<file path="src/rtl/traffic_pkg.sv">
// rtl/traffic_pkg.sv - phase encodings and lamp constants for the traffic phase sequencer
package traffic_pkg;

    typedef enum logic [2:0] {
        PH_NS_GREEN  = 3'd0,
        PH_NS_YELLOW = 3'd1,
        PH_ALL_RED_1 = 3'd2,
        PH_EW_GREEN  = 3'd3,
        PH_EW_YELLOW = 3'd4,
        PH_ALL_RED_2 = 3'd5,
        PH_PED_WALK  = 3'd6
    } phase_t;

    // Lamp bundles are {red, yellow, green}, one-hot.
    localparam logic [2:0] LT_RED = 3'b100;
    localparam logic [2:0] LT_YEL = 3'b010;
    localparam logic [2:0] LT_GRN = 3'b001;

endpackage

</file>
<file path="src/rtl/traffic_phase_ctrl_if.sv">
// rtl/traffic_phase_ctrl_if.sv - sequencer signal bundle; ped_req/walk present only with TRAFFIC_PED_WALK_EN
interface traffic_phase_ctrl_if;

    logic       tick;
    logic       ew_sensor;
    logic [2:0] ns_light;
    logic [2:0] ew_light;
    logic [2:0] phase;
    logic       phase_done;
`ifdef TRAFFIC_PED_WALK_EN
    logic       ped_req;
    logic       walk;

    modport master (
        output tick, ew_sensor, ped_req,
        input  ns_light, ew_light, phase, phase_done, walk
    );

    modport slave (
        input  tick, ew_sensor, ped_req,
        output ns_light, ew_light, phase, phase_done, walk
    );
`else
    modport master (
        output tick, ew_sensor,
        input  ns_light, ew_light, phase, phase_done
    );

    modport slave (
        input  tick, ew_sensor,
        output ns_light, ew_light, phase, phase_done
    );
`endif

endinterface

</file>
<file path="src/rtl/dwell_timer.sv">
// rtl/dwell_timer.sv - tick-counted phase dwell timer; expire is combinational on the final tick
module dwell_timer #(
    parameter int unsigned CNT_W = 8
) (
    input  logic             clk,
    input  logic             rst,
    input  logic             clr,
    input  logic             tick,
    input  logic [CNT_W-1:0] dur,
    output logic             expire
);

    logic [CNT_W-1:0] n;
    logic [CNT_W-1:0] last;

    // A zero duration behaves like a one-tick phase.
    assign last   = (dur == '0) ? '0 : dur - CNT_W'(1);
    assign expire = tick && (n == last);

    always_ff @(posedge clk) begin
        if (rst || clr) begin
            n <= '0;
        end else if (expire) begin
            n <= '0;
        end else if (tick) begin
            n <= n + CNT_W'(1);
        end
    end

endmodule

</file>
<file path="src/rtl/traffic_phase_ctrl.sv">
// rtl/traffic_phase_ctrl.sv - NS/EW phase sequencer with EW demand; pedestrian walk under TRAFFIC_PED_WALK_EN
module traffic_phase_ctrl
    import traffic_pkg::*;
#(
    parameter int unsigned CNT_W    = 8,
    parameter int unsigned T_GREEN  = 20,
    parameter int unsigned T_YELLOW = 3,
    parameter int unsigned T_RED    = 1,
    parameter int unsigned T_WALK   = 8
) (
    input  logic               clk,
    input  logic               rst,
    traffic_phase_ctrl_if.slave bus
);

    phase_t           state_q;
    phase_t           state_d;
    logic [CNT_W-1:0] dur;
    logic             expire;
    logic             clr;
    logic             ew_dem;
    logic             done_q;
    logic             walk_lamp;
    logic             ped_go;

    always_ff @(posedge clk) begin
        if (rst) begin
            state_q <= PH_ALL_RED_2;
        end else begin
            state_q <= state_d;
        end
    end

`ifdef TRAFFIC_PED_WALK_EN
    logic ped_dem;

    always_ff @(posedge clk) begin
        if (rst) begin
            ped_dem <= 1'b0;
        end else if (state_d == PH_PED_WALK && state_q != PH_PED_WALK) begin
            ped_dem <= 1'b0;
        end else if (bus.ped_req) begin
            ped_dem <= 1'b1;
        end
    end

    assign ped_go   = ped_dem;
    assign bus.walk = walk_lamp;
`else
    assign ped_go = 1'b0;
`endif

    always_comb begin
        state_d = state_q;
        case (state_q)
            PH_NS_GREEN:  if (expire && ew_dem) state_d = PH_NS_YELLOW;
            PH_NS_YELLOW: if (expire) state_d = PH_ALL_RED_1;
            PH_ALL_RED_1: if (expire) state_d = PH_EW_GREEN;
            PH_EW_GREEN:  if (expire) state_d = PH_EW_YELLOW;
            PH_EW_YELLOW: if (expire) state_d = PH_ALL_RED_2;
            PH_ALL_RED_2: if (expire) state_d = ped_go ? PH_PED_WALK : PH_NS_GREEN;
`ifdef TRAFFIC_PED_WALK_EN
            PH_PED_WALK:  if (expire) state_d = PH_NS_GREEN;
`endif
            default:      state_d = PH_ALL_RED_2;
        endcase
    end

    always_comb begin
        bus.ns_light = LT_RED;
        bus.ew_light = LT_RED;
        walk_lamp    = 1'b0;
        case (state_q)
            PH_NS_GREEN:  bus.ns_light = LT_GRN;
            PH_NS_YELLOW: bus.ns_light = LT_YEL;
            PH_EW_GREEN:  bus.ew_light = LT_GRN;
            PH_EW_YELLOW: bus.ew_light = LT_YEL;
            PH_PED_WALK:  walk_lamp    = 1'b1;
            default:      ;
        endcase
    end

    always_comb begin
        dur = CNT_W'(T_RED);
        case (state_q)
            PH_NS_GREEN, PH_EW_GREEN:   dur = CNT_W'(T_GREEN);
            PH_NS_YELLOW, PH_EW_YELLOW: dur = CNT_W'(T_YELLOW);
            PH_PED_WALK:                dur = CNT_W'(T_WALK);
            default:                    dur = CNT_W'(T_RED);
        endcase
    end

    // Restarting the timer on every state change keeps each phase's count independent.
    assign clr = (state_d != state_q);

    dwell_timer #(.CNT_W(CNT_W)) u_dwell (
        .clk    (clk),
        .rst    (rst),
        .clr    (clr),
        .tick   (bus.tick),
        .dur    (dur),
        .expire (expire)
    );

    // The clear on entry to EW_GREEN takes priority over a coincident sensor hit.
    always_ff @(posedge clk) begin
        if (rst) begin
            ew_dem <= 1'b0;
        end else if (state_d == PH_EW_GREEN && state_q != PH_EW_GREEN) begin
            ew_dem <= 1'b0;
        end else if (bus.ew_sensor) begin
            ew_dem <= 1'b1;
        end
    end

    always_ff @(posedge clk) begin
        if (rst) begin
            done_q <= 1'b0;
        end else begin
            done_q <= expire;
        end
    end

    assign bus.phase      = state_q;
    assign bus.phase_done = done_q;

endmodule

</file>
<file path="src/flat_wrapper.sv">
// flat-port wrapper written by rule: the top's interface ports become plain ports
module traffic_phase_ctrl_flat import traffic_pkg::*;
#(
    parameter int unsigned CNT_W    = 8,
    parameter int unsigned T_GREEN  = 20,
    parameter int unsigned T_YELLOW = 3,
    parameter int unsigned T_RED    = 1,
    parameter int unsigned T_WALK   = 8
)
  (clk, rst, bus_tick, bus_ew_sensor, bus_ns_light, bus_ew_light, bus_phase, bus_phase_done);
  traffic_phase_ctrl_if bus_i ();
  input  logic clk;
  input  logic rst;
  input wire logic [$bits(bus_i.tick)-1:0] bus_tick;
  input wire logic [$bits(bus_i.ew_sensor)-1:0] bus_ew_sensor;
  output wire logic [$bits(bus_i.ns_light)-1:0] bus_ns_light;
  output wire logic [$bits(bus_i.ew_light)-1:0] bus_ew_light;
  output wire logic [$bits(bus_i.phase)-1:0] bus_phase;
  output wire logic [$bits(bus_i.phase_done)-1:0] bus_phase_done;
  assign bus_i.tick = bus_tick;
  assign bus_i.ew_sensor = bus_ew_sensor;
  assign bus_ns_light = bus_i.ns_light;
  assign bus_ew_light = bus_i.ew_light;
  assign bus_phase = bus_i.phase;
  assign bus_phase_done = bus_i.phase_done;
  traffic_phase_ctrl #(.CNT_W(CNT_W), .T_GREEN(T_GREEN), .T_YELLOW(T_YELLOW), .T_RED(T_RED), .T_WALK(T_WALK)) u_core (.clk(clk), .rst(rst), .bus(bus_i));
endmodule
</file>
<file path="config.mk">
export PLATFORM = sky130hd
export DESIGN_NAME = traffic_phase_ctrl_flat
export DESIGN_NICKNAME = d
export VERILOG_FILES = /design/src/rtl/traffic_pkg.sv /design/src/rtl/traffic_phase_ctrl_if.sv /design/src/rtl/dwell_timer.sv /design/src/rtl/traffic_phase_ctrl.sv /design/src/flat_wrapper.sv
export SDC_FILE = /design/constraint.sdc
export NUM_CORES = 1
export LEC_CHECK = 0
export CORE_MARGIN = 5
export CORE_UTILIZATION = 49
export CTS_CLUSTER_DIAMETER = 40
export CTS_CLUSTER_SIZE = 16
export DETAILED_ROUTE_END_ITERATION = 6
export GPL_TIMING_DRIVEN = 1
export PLACE_DENSITY = 0.76
export SLEW_MARGIN = 20
export SYNTH_ARGS = -nofsm -noshare
export SYNTH_HDL_FRONTEND = slang
export SYNTH_SLANG_ARGS = --single-unit
</file>
<file path="constraint.sdc">
create_clock -name clk -period 2.2 [get_ports clk]
set_clock_uncertainty 0.05 [all_clocks]
set_input_delay 0.66 -clock clk [delete_from_list [all_inputs] [get_ports clk]]
set_output_delay 0.66 -clock clk [all_outputs]
set_load 0.005 [all_outputs]
</file>
==> out/qor.csv <==
metric,value,unit
yosysUniqueCellTypes,30,
yosys_most_used_dff,dfxtp_1,
pin_count,14,
insertedDiodeCount,0,
buffer_ports.inserted,13,
drtIter0Drc,15,
power.total,0.764,mW
worstMarginPinSlew,362,ps
tritoncts,built,
cts_max_level,1,
fin_crit_sh,95.7,%
clock_sinks,13,
ir_worst_vdd,0.386,mV
ys_seq_area_share,36.4,%
synth_mux_area_share,4.20,%
power.leakage,0.403,nW
routed_via_density,5.38,
clk_latency,280,ps
synth_fa_ha_area_share,1.75,%
syn_avg_cell_area,8.61,um^2
holdCritStartpoint,u_core.ew_dem$_SDFFE_PP0P_,
synth_xor_area_share,9.81,%
drv_slew,0,
worstSetupEndpointType,primary output,
ctsLongestPathBuffers,2,
hpwl,1150,um
grt.overflow.total,0,
hold_viol,0,
r2r_slack,180,ps
grt_pass1_vias,581,
placed_cell_area,875,um^2
vias,656,
wirelength,1550,um
crit_end,bus_ns_light[2],
cp.arrival,1390,ps
core_region_area,0.00133,mm^2
fill_cells,111,
gp_congestion,0.761,
drc,0,
synth_compound_area_share,13.3,%
rsz0062_at_grt,false,
first_pass_iters,4,
reg2reg_to,u_core.bus.phase[0]$_SDFF_PP1_,
cts_buffers,3,
worstRegToRegCells,6,
grt_max_degree,11,
post_cts_hold_buffer_count,0,
fin_nets,113,
detailedPlace.worstSlack,-5.10,ps
worstSetupStartpointType,flop,
period_needed,2100,ps
path_class,reg2out,
synthSimpleGateAreaFrac,27.7,%
die_width,48.2,um
synth-seq-cells,13,
drive_above_1_share,20.6,%
wl_per_cell,12.7,um
finalSetupTns,0,ps
final_core_util,70.7,%
report.final.setup_viol,0,
track_usage,15.9,%
die_h,48.2,um
drv_cap,0,
row_count,13,
synth_top_family_by_area,simple AND/OR/NAND/NOR gates,
synthesis.area,714,um^2
hold_class,reg2reg,
cp_max_fo,5,
syn_inst,83,
power.density,809,mW/mm^2
outcome,completed,
cts_root_buf,clkbuf_4,
timing.rr.start,u_core.bus.phase[0]$_SDFF_PP1_,
antenna_found_initial,0,
grt_pass1_wl,2580,um
maxSlewHeadroom,75.8,%
syn_to_final_growth,32.0,%
fmax,0.475,GHz
crit_required,1490,ps
finish.instance_area,943,um^2
async_flop_share,0,%
ant_nets,0,
synth-edff-count,0,
start_util,53.6,%
clk_pin_slew,80,ps
critPathLaunch,u_core.bus.phase[1]$_SDFF_PP0_,
syn_nets,88,
die-area,0.00232,mm^2
setup_slack,95.4,ps
yosys_warnings,0,
-- metal layers --
layer | vias up | track usage [%] | wire length [um]
li1 | 339 | - | -
met1 | 291 | 22.2 | 732
met2 | 21 | 22.1 | 651
met3 | 5 | 4.43 | 137
met4 | 0 | 8.06 | 31
met5 | - | 0 | 0
-- cell usage after synthesis (all sizes together), types with 2 or more instances --
cell type	number	area [um^2]
nor2	17	63.8
dfxtp	13	260
nand2	6	22.5
xor2	6	52.6
inv	4	15.0
a211o	3	26.3
buf	3	33.8
mux2i	3	30.0
nand3	2	10.0
nand4	2	12.5
nor3	2	10.0
nor3b	2	15.0
nor4	2	12.5
or2	2	12.5
xnor2	2	17.5
-- power breakdown --
group          total, mW  leakage (nW)  switching (mW)  internal, mW
Clock              0.152        0.0150          0.0819        0.0705
Sequential         0.292         0.107          0.0291         0.263
Combinational      0.319         0.282           0.142         0.177
-- cell usage in the layout, fill, tap and decap left out, types with 2 or more instances in the layout --
master / Yosys / routed
nor2_1: 17 / 17
nand2_1: 6 / 6
dlygate4sd2_1: 0 / 5
mux2i_1: 3 / 3
nand4_1: 2 / 2
clkbuf_4: 0 / 3
xnor2_1: 2 / 2
nor4_1: 2 / 2
a211o_1: 3 / 3
buf_4: 0 / 10
inv_1: 4 / 4
nand3_1: 2 / 2
xor2_1: 6 / 6
dfxtp_1: 13 / 10
clkdlybuf4s50_1: 0 / 8
dfxtp_4: 0 / 2
-- worst min-delay path by stage --
stage                                       to  slack (ps)  depth (start not counted)
finish              u_core.ew_dem$_SDFFE_PP0P_         450                          2
global placement    u_core.ew_dem$_SDFFE_PP0P_         440                          2
CTS                 u_core.ew_dem$_SDFFE_PP0P_         450                          2
floorplan           u_core.ew_dem$_SDFFE_PP0P_         420                          2
detailed placement  u_core.ew_dem$_SDFFE_PP0P_         440                          2
global route        u_core.ew_dem$_SDFFE_PP0P_         480                          2
-- flip-flops by register name, indices dropped and copies added, names as in the netlist --
name,flops
u_core.u_dwell.n,8
u_core.bus.phase,3
u_core.bus.phase_done,1
u_core.ew_dem,1
-- stage by stage --
step / cells / hold WS [ps]
after global routing: 122 / 477
after detailed placement: 114 / 443
final: 122 / 451
after global placement: 114 / 439
after floorplan: 83 / 423
after CTS: 122 / 454
-- cell type report --
cell class                      count  area (um^2)  area share, %
Clock buffer                        4         26.3           2.79
Inverter                            4         15.0           1.59
Multi-Input combinational cell     63          415           44.0
Sequential cell                    13          269           28.5
Tap cell                           15         18.8           1.99
Timing Repair Buffer               23          199           21.1
-- what timing repair did --
| item | 4_1_cts | 5_1_grt |
|---|---|---|
| setup buffers | 4 | 0 |
| setup endpoints to repair | 6 | 0 |
| resized for setup | 12 | 0 |
-- logic make-up (layout without fill, tap and decap cells) --
logic type,count (synthesis),count (layout)
AO/OA/AOI/OAI,11,11
XOR/XNOR,8,8
adder cells (fa/ha/maj),1,1
buffers and inverters,7,31
flip-flops,13,13
multiplexers,3,3
AND/OR/NAND/NOR,40,40
-- critical path: stages (launching register included) --
cell and delay [ps]:
dfxtp_4 360, or2_2 300, clkdlybuf4s50_1 450
Power figures use the tool's default switching activity.
